<file path="src/rtl/mio_pkg.sv">
// rtl/mio_pkg.sv - shared address map, FSM encoding and target type for mem_io_bridge
package mio_pkg;

    localparam logic [1:0] ST_IDLE    = 2'd0;
    localparam logic [1:0] ST_RD_WAIT = 2'd1;
    localparam logic [1:0] ST_ACK     = 2'd2;
    localparam logic [1:0] ST_HOLD    = 2'd3;

    localparam logic [3:0]  RAM_REGION = 4'h0;
    localparam logic [31:0] LED_ADDR   = 32'hE000_0000;
    localparam logic [31:0] SW_ADDR    = 32'hF000_0000;
    localparam logic [31:0] CNT_ADDR   = 32'hF000_0004;

    typedef enum logic [2:0] {
        TGT_NONE,
        TGT_RAM,
        TGT_LED,
        TGT_SW,
        TGT_CNT
    } mio_target_e;

endpackage

</file>
<file path="src/rtl/mio_addr_decode.sv">
// rtl/mio_addr_decode.sv - combinational address/request-type decoder for mem_io_bridge
module mio_addr_decode
    import mio_pkg::*;
(
    input  logic [31:0]  addr,
    input  logic         is_read,
    input  logic         is_write,
    output mio_target_e  target,
    output logic         legal
);

    // Map the byte address to a target, then reject ambiguous requests,
    // unmapped addresses and writes to read-only registers.
    always_comb begin
        target = TGT_NONE;
        if (addr[31:28] == RAM_REGION) begin
            target = TGT_RAM;
        end else if (addr == LED_ADDR) begin
            target = TGT_LED;
        end else if (addr == SW_ADDR) begin
            target = TGT_SW;
        end else if (addr == CNT_ADDR) begin
            target = TGT_CNT;
        end
        legal = (is_read ^ is_write)
              && (target != TGT_NONE)
              && !(is_write && ((target == TGT_SW) || (target == TGT_CNT)));
    end

endmodule

</file>
<file path="src/rtl/mem_io_bridge.sv">
// rtl/mem_io_bridge.sv - CPU to RAM / memory-mapped IO bridge with handshake FSM
module mem_io_bridge
    import mio_pkg::*;
#(
    parameter int RAM_LAT = 1,
    parameter int RAM_AW  = 10
) (
    input  logic              clk,
    input  logic              reset,
    input  logic              MemRead,
    input  logic              MemWrite,
    input  logic              CPU_MIO,
    input  logic [31:0]       addr,
    input  logic [31:0]       data_from_cpu,
    output logic [31:0]       data_to_cpu,
    output logic              MIO_ready,
    output logic              bus_err,
    output logic [RAM_AW-1:0] ram_addr,
    output logic              ram_we,
    output logic [31:0]       ram_din,
    input  logic [31:0]       ram_dout,
    output logic [7:0]        led_out,
    input  logic [7:0]        sw_in
);

    // Index of the final RD_WAIT cycle; with zero latency RD_WAIT is skipped.
    localparam logic [2:0] LAST_WAIT = (RAM_LAT == 0) ? 3'd0 : 3'(RAM_LAT - 1);

    logic [1:0]  state_q, state_d;
    logic [2:0]  wait_q, wait_d;
    logic [31:0] data_q, data_d;
    logic        err_q, err_d;
    logic [7:0]  led_q, led_d;
    logic [31:0] cnt_q, cnt_d;
    logic        bypass_q, bypass_d;

    mio_target_e target;
    logic        legal;
    logic        req;

    mio_addr_decode u_decode (
        .addr     (addr),
        .is_read  (MemRead),
        .is_write (MemWrite),
        .target   (target),
        .legal    (legal)
    );

    assign req      = CPU_MIO && (MemRead || MemWrite);
    assign ram_addr = addr[RAM_AW+1:2];
    assign ram_din  = data_from_cpu;
    assign cnt_d    = cnt_q + 32'd1;

    assign MIO_ready   = (state_q == ST_ACK);
    assign bus_err     = (state_q == ST_ACK) && err_q;
    // Zero-latency RAM reads return ram_dout straight through during ACK.
    assign data_to_cpu = bypass_q ? ram_dout : data_q;
    assign led_out     = led_q;

    // Next-state logic: requests are sampled only in IDLE; the write strobe is
    // confined to the acceptance cycle and suppressed while reset is asserted.
    always_comb begin
        state_d  = state_q;
        wait_d   = wait_q;
        data_d   = data_q;
        err_d    = err_q;
        led_d    = led_q;
        bypass_d = 1'b0;
        ram_we   = 1'b0;
        case (state_q)
            ST_IDLE: begin
                if (req) begin
                    err_d   = !legal;
                    data_d  = 32'd0;
                    state_d = ST_ACK;
                    if (legal) begin
                        case (target)
                            TGT_RAM: begin
                                if (MemWrite) begin
                                    ram_we = !reset;
                                end else if (RAM_LAT == 0) begin
                                    bypass_d = 1'b1;
                                end else begin
                                    wait_d  = 3'd0;
                                    state_d = ST_RD_WAIT;
                                end
                            end
                            TGT_LED: begin
                                if (MemWrite) begin
                                    led_d = data_from_cpu[7:0];
                                end else begin
                                    data_d = {24'd0, led_q};
                                end
                            end
                            TGT_SW:  data_d = {24'd0, sw_in};
                            TGT_CNT: data_d = cnt_q;
                            default: data_d = 32'd0;
                        endcase
                    end
                end
            end
            ST_RD_WAIT: begin
                if (wait_q == LAST_WAIT) begin
                    data_d  = ram_dout;
                    state_d = ST_ACK;
                end else begin
                    wait_d = wait_q + 3'd1;
                end
            end
            ST_ACK: state_d = ST_HOLD;
            ST_HOLD: begin
                if (!(MemRead || MemWrite) || !CPU_MIO) begin
                    state_d = ST_IDLE;
                end
            end
            default: state_d = ST_IDLE;
        endcase
    end

    // State registers with synchronous reset; reset aborts any transaction.
    always_ff @(posedge clk) begin
        if (reset) begin
            state_q  <= ST_IDLE;
            wait_q   <= 3'd0;
            data_q   <= 32'd0;
            err_q    <= 1'b0;
            led_q    <= 8'd0;
            cnt_q    <= 32'd0;
            bypass_q <= 1'b0;
        end else begin
            state_q  <= state_d;
            wait_q   <= wait_d;
            data_q   <= data_d;
            err_q    <= err_d;
            led_q    <= led_d;
            cnt_q    <= cnt_d;
            bypass_q <= bypass_d;
        end
    end

endmodule

</file>
<file path="config.mk">
export PLATFORM = sky130hd
export DESIGN_NAME = mem_io_bridge
export DESIGN_NICKNAME = d
export VERILOG_FILES = /design/src/rtl/mio_pkg.sv /design/src/rtl/mio_addr_decode.sv /design/src/rtl/mem_io_bridge.sv
export SDC_FILE = /design/constraint.sdc
export NUM_CORES = 1
export LEC_CHECK = 0
export ABC_AREA = 1
export CAP_MARGIN = 20
export CELL_PAD_IN_SITES_DETAIL_PLACEMENT = 1
export CELL_PAD_IN_SITES_GLOBAL_PLACEMENT = 2
export CORE_UTILIZATION = 22
export CTS_CLUSTER_DIAMETER = 200
export DETAILED_ROUTE_END_ITERATION = 12
export PLACE_DENSITY_LB_ADDON = 0.1
export SLEW_MARGIN = 20
export SYNTH_ARGS = -nofsm -noshare
export SYNTH_HDL_FRONTEND = slang
export SYNTH_SLANG_ARGS = --single-unit
</file>
<file path="constraint.sdc">
create_clock -name clk -period 2.6 [get_ports clk]
set_input_delay 0.52 -clock clk [delete_from_list [all_inputs] [get_ports clk]]
set_output_delay 0.52 -clock clk [all_outputs]
set_load 0.03 [all_outputs]
</file>
==> results.txt, run 1 <==
* Outcome: finished, final reports clean
- In this run the power density over the cells is 726 mW/mm^2.
- Number of buffers inserted during clock tree synthesis: 9
* Worst hold path type: reg -> reg
- TritonCTS clock tree: built
- After the flow finishes, the layout carries non-filler instances totaling 1106.
- Most frequently used cell type in the post-synthesis netlist: sky130_fd_sc_hd__nand2_1
* GP Congestion: 0.774
- F_max: 398 MHz
- Nature of the critical path startpoint: primary input
- After detailed routing, the number of remaining DRC violations is 0.
- Post-synthesis cell area: 0.00468 sq mm
- Worst-Margin Slew: 0.602 ns
* Syn Inst Count: 681
- Wire length of the first global-routing pass: 28.5 mm
- From synthesis to final layout, the design area changed by 48.8%.
* Maximum clock skew at final layout: 0.00575 ns
- When the netlist entered floorplanning its net count stood at 799.
- OpenSTA, run right after detailed placement, puts the worst setup slack at -0.409 ns.
* Internal power: 0.00306 W
* Crit Path Class: in -> out
- Net Switching: 0.00200 W
- Ranking of synthesized cells by area: sky130_fd_sc_hd__dfxtp_1, sky130_fd_sc_hd__a21oi_1, sky130_fd_sc_hd__nand2_1
* Largest net degree at the start of global routing: 45
- Cell count after placement: 1068
- Measured against its own limit, the worst slew margin works out to 59.9%.
* Portion of the clock cycle consumed by the worst path in the final layout: 96.7%
- In the synthesized netlist the async set-or-reset flop fraction comes to 0%.
- In this run, synthesis produced a sequential element count of 78.
* Final Hold Vio Count: 0
- Summed over all layers, the routed wires come to 17.9 mm.
- Global routing used 16.8% of the available tracks.
* Antenna violations before repair: 0
- During placement, the flow inserted port buffers numbering 145.
- Vias post-DR: 5003
- The number of max-slew violations in the final report is 0.
- The floorplan step set the die width to 148 microns.
- For this run, the detailed router's first-pass iteration total came to 4.
- Antenna-violating nets left: 0
- # fillers: 2543
- The worst path in the final design needs a cycle of 2.51 ns, including I/O delays and setup.
- Core footprint: 0.0210 sq mm
- Clock network fraction of total power: 27.8%
- Smallest setup slack after layout: 0.0870 ns
- In this run, synthesis inferred 0 flip-flops with an integrated enable.
- Endpoint class of the critical path: output port
- Maximum vdd ir drop: 0.359 mV
* Overall die area: 0.0219 sq mm
- Final global-route overflow total: 0
* Net total in the final layout: 944
* Switching portion of total power: 39.4%
- HPWL after detailed placement: 13.2 mm
* Buffers from clock root to sink, at most: 2
- Vias per inst: 4.52
- Required time at the endpoint of the critical path: 2.08 ns
* Combinational Power Share: 42.7%
- For the worst-skew pair, the clock arrives at the later sink with an insertion delay of 0.35 ns.
- For the worst setup path, the data arrival time is 1.99 ns.
- Of all nets on the critical path, the largest fanout is 3.
* H-Tree Level Count: 3
* Count of distinct cell types in the synthesized netlist: 38
* Register area share after synthesis: 33.4%
- In this run the count of I/O pins placed on the die edge is 194.
- Measured along the y axis, the die boundary spans 148 microns.
- Sorting the synthesized cells by how often they occur yields sky130_fd_sc_hd__nand2_1, sky130_fd_sc_hd__a21oi_1, sky130_fd_sc_hd__nor2_1, sky130_fd_sc_hd__dfxtp_1, sky130_fd_sc_hd__inv_1.
* Leakage: 2.79 nW
- The tree is rooted in a sky130_fd_sc_hd__clkbuf_16.
- Counting every sink on the clock net gives 78.
- Ys flop type: sky130_fd_sc_hd__dfxtp_1
- Routed wirelength normalized by instance count: 16.2 microns
- The detailed router finished its first iteration with 201 violations.
- The initial utilization of the core area, before any placement, comes to 22.3%.
* Antenna diode count: 0
- Hold slack final: 0.471 ns
- Max Cap Violations: 0
- Setup violations remaining at the end of the flow were counted as 0.
- During synthesis, Yosys emitted a total of 0 warnings.
- The initialized floorplan defines 53 standard-cell rows.
- Fraction of final layout cells sized beyond drive strength 1: 17.9%
* Total Power: 0.00506 W
* Via count of the first global-routing pass: 5417
- After clock tree synthesis, the clock-pin slew on the worst setup and hold paths is 0.06 ns.
- The average instance in the mapped netlist occupies 6.88 sq um.
- Share of the synthesized area in the top cell type: 33.4%
* Area leader, netlist: sky130_fd_sc_hd__dfxtp_1
- Registers are responsible for 29.5% of the overall power.
area by class of cell:
| class | instances | area, sq um | share of cell area (%) |
|---|---|---|---|
| multi-input cells | 455 | 2540 | 36.4 |
| repair buffers | 203 | 1900 | 27.3 |
| flip-flops and latches | 78 | 1560 | 22.4 |
| well taps | 275 | 344 | 4.94 |
| inverters | 79 | 299 | 4.29 |
| clock buffers | 11 | 243 | 3.48 |
| clock inverters | 5 | 82.6 | 1.19 |
sequential cells by signal, indices dropped and copies added, names as in the netlist:
name / flops
wait_q: 3
err_q: 1
data_q: 32
led_out: 8
cnt_q: 32
state_q: 2
power by group through the flow:
stage          clock [W]  combinational, W  sequential (W)
2_1_floorplan          0           0.00105         0.00177
3_3_place_gp           0           0.00211         0.00151
3_5_place_dp           0           0.00216         0.00152
4_1_cts          0.00147           0.00218         0.00150
5_1_grt          0.00153           0.00238         0.00152
6_report         0.00141           0.00216         0.00149
routing by layer:
metal	vias up	wire length, microns	GRT usage, %
li1	2515	-	-
met1	2375	8390	21.2
met2	95	8740	28.9
met3	18	598	3.30
met4	0	215	4.48
met5	-	0	0
per-stage QoR:
stage,setup TNS [ns],util (%),instance area [sq um]
finish,0,33.2,6970
global placement,-6.41,30.3,6350
CTS,0,32.9,6900
global route,-0.00907,33.2,6970
detailed placement,-9.88,30.3,6350
floorplan,0,-,4690
cells in the final DEF, fill, tap and decap left out, types with 6 or more instances in the layout:
master	count
sky130_fd_sc_hd__clkdlybuf4s50_1	111
sky130_fd_sc_hd__nor3_1	20
sky130_fd_sc_hd__nand2_1	89
sky130_fd_sc_hd__nor2_1	70
sky130_fd_sc_hd__inv_1	73
sky130_fd_sc_hd__nor2_2	11
sky130_fd_sc_hd__clkbuf_16	9
sky130_fd_sc_hd__nand4_1	41
sky130_fd_sc_hd__a21oi_1	86
sky130_fd_sc_hd__ha_1	9
sky130_fd_sc_hd__nand3_1	18
sky130_fd_sc_hd__o21ai_0	48
sky130_fd_sc_hd__buf_4	54
sky130_fd_sc_hd__clkdlybuf4s15_2	6
sky130_fd_sc_hd__o211ai_1	9
sky130_fd_sc_hd__dfxtp_1	78
sky130_fd_sc_hd__clkdlybuf4s15_1	15
sky130_fd_sc_hd__nor2_4	9
sky130_fd_sc_hd__nand2_2	10
worst max-delay path: stages:
cell and delay, ns:
sky130_fd_sc_hd__clkdlybuf4s15_1 0.20, sky130_fd_sc_hd__nor2_2 0.13, sky130_fd_sc_hd__nand2_2 0.07, sky130_fd_sc_hd__nor2_4 0.15
sky130_fd_sc_hd__nand2_4 0.11, sky130_fd_sc_hd__nor2_8 0.15, sky130_fd_sc_hd__buf_6 0.11, sky130_fd_sc_hd__inv_2 0.04
sky130_fd_sc_hd__a21oi_4 0.19, sky130_fd_sc_hd__nor2_8 0.06, sky130_fd_sc_hd__nand2_4 0.07, sky130_fd_sc_hd__nor3_4 0.04
sky130_fd_sc_hd__buf_6 0.15
what timing repair did:
item                       in CTS  in global routing
hold buffers                    0                  0
setup endpoints to repair       1                 29
pin swaps                      36                 26
gates resized for setup       105                 27
buffers inserted               18                  4
final timing paths:
check,from,end,slack (ns),cells after the start
worst max-delay path,addr[14],ram_we,0.09,13
worst min register to register,cnt_q[0]$_SDFF_PP0_,cnt_q[0]$_SDFF_PP0_,0.47,1
worst min-delay path,cnt_q[0]$_SDFF_PP0_,cnt_q[0]$_SDFF_PP0_,0.47,1
worst max register to register,cnt_q[0]$_SDFF_PP0_,cnt_q[28]$_SDFF_PP0_,0.36,12
cell families (layout without fill, tap and decap cells):
group	Yosys count	count (layout)	share of synthesized area [%]
AO/OA/AOI/OAI	148	148	16.8
adder cells (fa/ha/maj)	9	9	2.41
buffers and inverters	148	298	15.8
flip-flops	78	78	33.4
XOR/XNOR	3	3	0.561
AND/OR/NAND/NOR	295	295	31.1
No activity file was read; power rests on OpenSTA's default activity.
==> run 2, diff against run 1 <==
--- a/config.mk
+++ b/config.mk
@@ -9,7 +9,7 @@
 export CAP_MARGIN = 20
 export CELL_PAD_IN_SITES_DETAIL_PLACEMENT = 1
 export CELL_PAD_IN_SITES_GLOBAL_PLACEMENT = 2
-export CORE_UTILIZATION = 22
+export CORE_UTILIZATION = 24
 export CTS_CLUSTER_DIAMETER = 200
 export DETAILED_ROUTE_END_ITERATION = 12
 export PLACE_DENSITY_LB_ADDON = 0.1
==> constraint.sdc (replaced) <==
create_clock -name clk -period 3.1 [get_ports clk]
set_input_delay 0.62 -clock clk [delete_from_list [all_inputs] [get_ports clk]]
set_output_delay 0.62 -clock clk [all_outputs]
set_load 0.03 [all_outputs]
==> results.txt, run 2 (synthesized netlist as in run 1, its figures left out) <==
- The setup slack after layout is 0.154 ns (was 0.0870 ns).
- The most common cell after layout, fill and taps aside was sky130_fd_sc_hd__clkdlybuf4s50_1 (unchanged).
- Wire length of the first global-routing pass: 26.5 mm (was 28.5 mm)
- Routed wirelength normalized by instance count: 15.3 microns (was 16.2 microns)
* Largest net degree at the start of global routing: 44 (was 45)
* Growth of design area from synthesis to finish: 41.2% (was 48.8%)
- Setup repair after global routing left no endpoint under its margin.
* Cell depth of the worst flop-to-flop path: 12 (unchanged)
- The slack of the worst reg-to-reg path was 0.85 ns (was 0.36 ns).
* Finished Core Util: 35.0% (was 33.2%)
- Max Fanout on Critical Path: 3 (unchanged)
- The max-slew headroom at the worst pin came to 67.7% (was 59.9%).
- The detailed-route via count came to 4877 (was 5003).
* Site row count: 50 (was 53)
- The final global-route overflow total was 0 (unchanged).
- Total detailed-routing wirelength: 16.2 mm (was 17.9 mm)
- The number of fill cells in the layout was 2338 (was 2543).
- The iteration count of the initial detailed-routing pass is 6 (was 4).
* Setup total negative slack: 0 ns (unchanged)
- The CTS H-tree depth came to 3 (unchanged).
- The count of endpoints failing setup in the final report came to 0 (unchanged).
- Commonest cells after routing, fill and taps aside: sky130_fd_sc_hd__clkdlybuf4s50_1, sky130_fd_sc_hd__nand2_1, sky130_fd_sc_hd__a21oi_1 (unchanged).
- The deepest clock path buffer count is 2 (unchanged).
* Sinks on the clock net: 78 (unchanged)
- Required time at the endpoint of the critical path: 2.48 ns (was 2.08 ns)
* Number of cells traversed by the worst hold path: 1 (unchanged)
- Layout Cells excl Fill: 1061 (was 1106)
- Outcome: finished, final reports clean (unchanged)
- The max-capacitance violation count is 0 (unchanged).
- Total DRC errors in the routed layout: 0 (unchanged)
- Crit Path Class: in -> out (unchanged)
- Net total in the final layout: 914 (was 944)
- Static timing analysis puts the maximum clock frequency at 339 MHz.
- The worst min-delay path class was reg -> reg (unchanged).
* Root buffer cell: sky130_fd_sc_hd__clkbuf_16 (unchanged)
* Antenna-violating nets left: 0 (unchanged)
- Worst setup slack before clock tree synthesis: 0.0290 ns (was -0.409 ns)
* Worst-Margin Slew: 0.485 ns (was 0.602 ns)
- Count of buffers inserted at the top-level ports: 145 (unchanged)
- The total routing usage reported by global routing is 16.7% (was 16.8%).
- Data arrival time at the worst-slack endpoint: 2.33 ns (was 1.99 ns)
* Fraction of final layout cells sized beyond drive strength 1: 10.1% (was 17.9%)
- The worst path in the final design needs a cycle of 2.95 ns, including I/O delays and setup.
- Vert. Die Dim: 142 microns (was 148 microns)
- Maximum clock skew at final layout: 0.0119 ns (was 0.00575 ns)
- Total Power: 0.00427 W (was 0.00506 W)
* Die Wd: 142 microns (was 148 microns)
- The CTS tree is built (unchanged).
- Overall die area: 0.0201 sq mm (was 0.0219 sq mm)
* GP Congestion: 0.714 (was 0.774)
- The clock buffer count from CTS is 9 (unchanged).
* Reg2reg end: cnt_q[28]$_SDFF_PP0_ (unchanged)
- Maximum vdd ir drop: 0.338 mV (was 0.359 mV)
- The per-cell via count in the routed design is 4.60 (was 4.52).
- Post-CTS clock slew at the launch and capture registers of the worst setup and hold paths: 0.06 ns (about the same)
- The endpoint type of the worst setup path is an output port (unchanged).
- The area of the multi-input gates was 0.00241 sq mm (was 0.00254 sq mm).
- Final Hold Vio Count: 0 (unchanged)
- Sequential Area: 0.00156 sq mm (unchanged)
- The number of global-route vias before repair came to 5137 (was 5417).
- The core footprint is 0.0189 sq mm (was 0.0210 sq mm).
- HPWL after detailed placement: 12.4 mm (was 13.2 mm)
- The initial core utilization came to 24.8% (was 22.3%).
- The first-iteration detailed-routing DRC count came to 107 (was 201).
* Startpoint of the lowest-slack hold path: cnt_q[0]$_SDFF_PP0_ (unchanged)
* Clock latency of the later-clocked register in the worst-skew pair: 0.35 ns (about the same)
* Slew Viols, Final: 0 (unchanged)
- The ratio of total power to cell area was 646 mW/mm^2 (was 726 mW/mm^2).
- The nature of the critical path startpoint is a primary input (unchanged).
* Start of the worst register-to-register path: cnt_q[0]$_SDFF_PP0_ (unchanged)
- The worst path uses 95.0% of the clock period.
- Antenna violations before repair: 0 (unchanged)
- Antenna diode count: 0 (unchanged)
* Top-Level Pins: 194 (unchanged)
- Worst min-delay path endpoint: cnt_q[0]$_SDFF_PP0_ (unchanged)
- Leakage: 2.62 nW (was 2.79 nW)
* Cell count after placement: 1044 (was 1068)
run 2: changes by cell type in the layout (fill, tap and decap cells not counted), moves of 4 or more:
cell,before,now
sky130_fd_sc_hd__buf_4,54,29
sky130_fd_sc_hd__buf_6,4,0
sky130_fd_sc_hd__clkbuf_2,5,0
sky130_fd_sc_hd__clkdlybuf4s15_1,15,0
sky130_fd_sc_hd__clkdlybuf4s15_2,6,0
sky130_fd_sc_hd__clkdlybuf4s50_1,111,138
sky130_fd_sc_hd__dlymetal6s2s_1,1,6
sky130_fd_sc_hd__nand2_1,89,100
sky130_fd_sc_hd__nand2_2,10,1
sky130_fd_sc_hd__nor2_1,70,78
sky130_fd_sc_hd__nor2_4,9,2
run 2: repair_timing:
action | CTS | global route
setup buffers | 0 | 1
hold buffers | 0 | 0
setup endpoints to repair | 0 | 1
gates resized for setup | 0 | 13
run 2: how the worst max path moves through the flow:
stage,startpoint,slack (ns),cells past startpoint,end
3_3_place_gp,addr[29],0.07,14,ram_we
4_1_cts,addr[16],0.03,13,ram_we
6_report,addr[11],0.15,13,ram_we
2_1_floorplan,MemWrite,0.09,8,ram_we
5_1_grt,addr[7],0.005,13,ram_we
3_5_place_dp,addr[16],0.03,13,ram_we
run 2: area by class of cell:
| class | count | area share (%) |
|---|---|---|
| multi-input cells | 455 | 36.4 |
| repair buffers | 173 | 25.3 |
| flip-flops and latches | 78 | 23.6 |
| well taps | 260 | 4.92 |
| inverters | 79 | 4.49 |
| clock buffers | 10 | 3.46 |
| clock inverters | 6 | 1.76 |
run 2: power by group:
part	internal, W	switching [W]	total [W]
Sequential	0.00116	0.0000901	0.00125
Combinational	0.000669	0.00109	0.00176
Clock	0.000795	0.000465	0.00126
run 2: per-stage QoR:
stage,cell area (sq um),hold slack (ns)
2_1_floorplan,4680,0.430
3_3_place_gp,6220,0.455
3_5_place_dp,6220,0.458
4_1_cts,6560,0.476
5_1_grt,6610,0.510
6_report,6610,0.468
run 2: critical path: stages:
cell                              delay, ns
sky130_fd_sc_hd__clkdlybuf4s50_1       0.43
sky130_fd_sc_hd__nor2_2                0.15
sky130_fd_sc_hd__nand2_1               0.10
sky130_fd_sc_hd__nor2_4                0.13
sky130_fd_sc_hd__nand2_4               0.11
sky130_fd_sc_hd__nor2_8                0.13
sky130_fd_sc_hd__nor2_1                0.06
sky130_fd_sc_hd__nand3_2               0.09
sky130_fd_sc_hd__nand2_4               0.07
sky130_fd_sc_hd__nor2_8                0.09
sky130_fd_sc_hd__nand2_4               0.05
sky130_fd_sc_hd__nor3_2                0.10
sky130_fd_sc_hd__buf_4                 0.18
run 2: routing by layer:
metal	vias to the layer above	global-route usage [%]	share of wire, %
li1	2455	-	-
met1	2311	21.0	47
met2	92	29.1	48
met3	19	2.94	3.9
met4	0	4.75	1.1
met5	-	0	0
==> run 3, diff against run 2 <==
--- a/config.mk
+++ b/config.mk
@@ -12,7 +12,7 @@
 export CORE_UTILIZATION = 24
 export CTS_CLUSTER_DIAMETER = 200
 export DETAILED_ROUTE_END_ITERATION = 12
-export PLACE_DENSITY_LB_ADDON = 0.1
+export PLACE_DENSITY_LB_ADDON = 0.25
 export SLEW_MARGIN = 20
 export SYNTH_ARGS = -nofsm -noshare
 export SYNTH_HDL_FRONTEND = slang
==> constraint.sdc (replaced) <==
create_clock -name clk -period 3.1 [get_ports clk]
set_input_delay 0.62 -clock clk [delete_from_list [all_inputs] [get_ports clk]]
set_output_delay 0.62 -clock clk [all_outputs]
set_load 0.1 [all_outputs]
==> results.txt, run 3 (synthesized netlist as in run 1, its figures left out) <==
- Layout Cells excl Fill: 1056 (was 1061)
- Cell depth of the worst flop-to-flop path: 13 (was 12)
- The most frequent cell on the critical path is sky130_fd_sc_hd__nand2_4 (unchanged).
* Dominant delay contributor by cell family on the critical path: simple AND/OR/NAND/NOR gates (unchanged)
- Startpoint of the lowest-slack hold path: cnt_q[0]$_SDFF_PP0_ (unchanged)
* Routed wirelength normalized by instance count: 15.9 microns (was 15.3 microns)
- The die area came to 0.0201 sq mm (unchanged).
- The net switching fraction of the power is 50.4% (was 38.5%).
* Crit Path Class: in -> out (unchanged)
- The final weighted congestion in routability-driven placement was 0.780 (was 0.714).
- Tmin final: 2.99 ns (was 2.95 ns)
- The sum of buffers and inverters on the critical path came to 2 (unchanged).
- The final global-route overflow total was 0 (unchanged).
* Max Fanout on Critical Path: 3 (unchanged)
* Maximum vdd ir drop: 0.387 mV (was 0.338 mV)
* Core footprint: 0.0189 sq mm (unchanged)
- The first-iteration detailed-routing DRC count came to 166 (was 107).
* Worst hold path type: reg -> reg (unchanged)
- The setup slack after layout is 0.107 ns (was 0.154 ns).
- Reg2reg end: cnt_q[26]$_SDFF_PP0_ (was cnt_q[28]$_SDFF_PP0_)
- HPWL after detailed placement: 12.7 mm (was 12.4 mm)
- Worst min-delay path endpoint: cnt_q[0]$_SDFF_PP0_ (unchanged)
- The total wire length came to 16.8 mm (was 16.2 mm).
* Most frequent standard cell in the layout excluding fill and tap cells: sky130_fd_sc_hd__nand2_1 (was sky130_fd_sc_hd__clkdlybuf4s50_1)
* Leakage: 2.82 nW (was 2.62 nW)
* Combinational Power Share: 52.8% (was 41.2%)
* Buffers from clock root to sink, at most: 2 (unchanged)
- Clock latency of the later-clocked register in the worst-skew pair: 0.34 ns (was 0.35 ns)
- The number of inserted diodes is 0 (unchanged).
- The largest incremental delay on the critical path was 0.42 ns (was 0.43 ns).
- The endpoint type of the worst setup path is an output port (unchanged).
- Nature of the critical path startpoint: primary input (unchanged)
- The share of power burned in registers is 27.0% (was 29.3%).
- Clock network fraction of total power: 20.1% (was 29.5%)
- Worst slew margin: 67.9% (was 67.7%)
* Total track usage: 17.0% (was 16.7%)
- The fraction of layout cells with a size suffix above 1 came to 18.8% (was 10.1%).
* Root buffer cell: sky130_fd_sc_hd__clkbuf_16 (unchanged)
- The final worst-path cycle share is 96.5% (was 95.0%).
- Total Power: 0.00463 W (was 0.00427 W)
- The iteration count of the initial detailed-routing pass came to 4 (was 6).
* Slew Viols, Final: 0 (unchanged)
* H-Tree Level Count: 3 (unchanged)
- Commonest cells after routing, fill and taps aside: sky130_fd_sc_hd__nand2_1, sky130_fd_sc_hd__a21oi_1, sky130_fd_sc_hd__buf_4 (was sky130_fd_sc_hd__clkdlybuf4s50_1, sky130_fd_sc_hd__nand2_1, sky130_fd_sc_hd__a21oi_1).
- The clock buffer count from CTS is 9 (unchanged).
- The number of antenna violations at the first check in global routing came to 0 (unchanged).
- The remaining routing DRC violations came to 0 (unchanged).
- TritonCTS clock tree: built (unchanged)
- The count of endpoints failing setup in the final report was 0 (unchanged).
- The max-capacitance violation count is 0 (unchanged).
- Net Switching: 0.00233 W (was 0.00165 W)
- The share of the core filled with cells came to 34.3% (was 35.0%).
- Post-CTS clock slew at the launch and capture registers of the worst setup and hold paths: 0.05 ns (was 0.06 ns)
- F_max: 334 MHz (was 339 MHz)
- Final Hold Vio Count: 0 (unchanged)
- Die Wd: 142 microns (unchanged)
- The number of stages on the worst hold path is 1 (unchanged).
- The internal power consumption is 0.00230 W (was 0.00263 W).
- Setup slack of the most critical reg-to-reg path: 0.87 ns (was 0.85 ns)
- Vias per inst: 4.64 (was 4.60)
- The ratio of total power to cell area is 716 mW/mm^2 (was 646 mW/mm^2).
* Required time at the endpoint of the critical path: 2.48 ns (about the same)
- Vert. Die Dim: 142 microns (unchanged)
* Total area of multi-input combinational cells: 0.00249 sq mm (was 0.00241 sq mm)
* Cell count after placement: 1041 (was 1044)
- The area taken by flip-flops and latches is 0.00156 sq mm (unchanged).
* Data arrival time at the worst-slack endpoint: 2.37 ns (was 2.33 ns)
- The slew at the pin with the worst max-slew slack is 0.482 ns (was 0.485 ns).
- Vias post-DR: 4900 (was 4877)
- The number of hold-repair buffers added at the cts stage came to 0 (unchanged).
* Growth of design area from synthesis to finish: 38.2% (was 41.2%)
- The placement row count came to 50 (unchanged).
- Outcome: finished, final reports clean (unchanged).
- Largest net degree at the start of global routing: 37 (was 44)
- Series of cell instances along the critical path: clkdlybuf4s50_1, nor2_1, nand2_2, nor2_4, nand2_4, nor2_8, nor2_2, nand3_2, nand2_4, nor2_8, nand2_4, nor3_4, buf_12 (was clkdlybuf4s50_1, nor2_2, nand2_1, nor2_4, nand2_4, nor2_8, nor2_1, nand3_2, nand2_4, nor2_8, nand2_4, nor3_2, buf_4)
- # fillers: 2375 (was 2338)
- The number of buffer cells added on primary ports was 145 (unchanged).
- The number of global-route vias before repair came to 5164 (was 5137).
- Top-Level Pins: 194 (unchanged)
* Maximum clock skew at final layout: 0.00787 ns (was 0.0119 ns)
* Antenna-violating nets left: 0 (unchanged)
- Worst setup slack before clock tree synthesis: -0.0364 ns (was 0.0290 ns)
- Setup total negative slack: 0 ns (unchanged)
* Net total in the final layout: 912 (was 914)
- Wire length of the first global-routing pass: 26.8 mm (was 26.5 mm)
- Starting utilization of the core area: 24.8% (unchanged)
- The worst-path cell with the longest stage delay is sky130_fd_sc_hd__clkdlybuf4s50_1 (unchanged).
* Number of cells on the critical path: 13 (unchanged)
- Sinks on the clock net: 78 (unchanged)
* Start of the worst register-to-register path: cnt_q[0]$_SDFF_PP0_ (unchanged)
run 3: changes by cell type in the layout (fill, tap and decap cells not counted), moves of 3 or more:
cell                              delta
sky130_fd_sc_hd__dlymetal6s2s_1     +13
sky130_fd_sc_hd__nor2_4              +5
sky130_fd_sc_hd__nor2_2              +3
sky130_fd_sc_hd__nor2_1              -8
sky130_fd_sc_hd__bufinv_16           -3
sky130_fd_sc_hd__nand2_2             +4
sky130_fd_sc_hd__clkdlybuf4s50_1    -73
sky130_fd_sc_hd__buf_4              +57
sky130_fd_sc_hd__nand2_1             -6
run 3: metal layers:
layer  GRT usage (%)  vias to the layer above  part of all wire, %
li1                -                     2447                    -
met1            21.1                     2354                   46
met2            29.9                       82                   49
met3            2.83                       17                  3.5
met4            5.09                        0                  1.1
met5               0                        -                    0
run 3: worst max-delay path by stage:
stage	startpoint	endpoint	slack, ns
floorplan	addr[17]	ram_we	0.001
global route	addr[5]	ram_we	-0.008
global placement	addr[29]	ram_we	-0.0006
CTS	addr[30]	ram_we	0.0007
detailed placement	addr[30]	ram_we	-0.04
finish	addr[5]	ram_we	0.11
run 3: area by class of cell:
type	count	share of cell area [%]
inverters	79	4.58
multi-input cells	455	38.5
clock buffers	11	3.60
flip-flops and latches	78	24.1
clock inverters	2	0.193
repair buffers	171	24.0
well taps	260	5.03
run 3: timing repair:
action | CTS | global route
setup endpoints to repair | 1 | 1
pin swaps | 1 | 15
setup buffers | 0 | 2
gates resized for setup | 0 | 32
run 3: power by group through the flow:
stage	clock network [W]	registers (W)	logic, W
floorplan	0	0.00209	0.00108
global placement	0	0.00127	0.00240
detailed placement	0	0.00127	0.00247
CTS	0.000978	0.00125	0.00248
global route	0.00101	0.00127	0.00263
finish	0.000933	0.00125	0.00245
run 3: through the flow:
| step | cell area, sq um | hold WS (ns) |
|---|---|---|
| final | 6470 | 0.479 |
| after global routing | 6470 | 0.502 |
| after CTS | 6360 | 0.479 |
| after detailed placement | 6120 | 0.466 |
| after global placement | 6120 | 0.452 |
| after floorplan | 4740 | 0.430 |
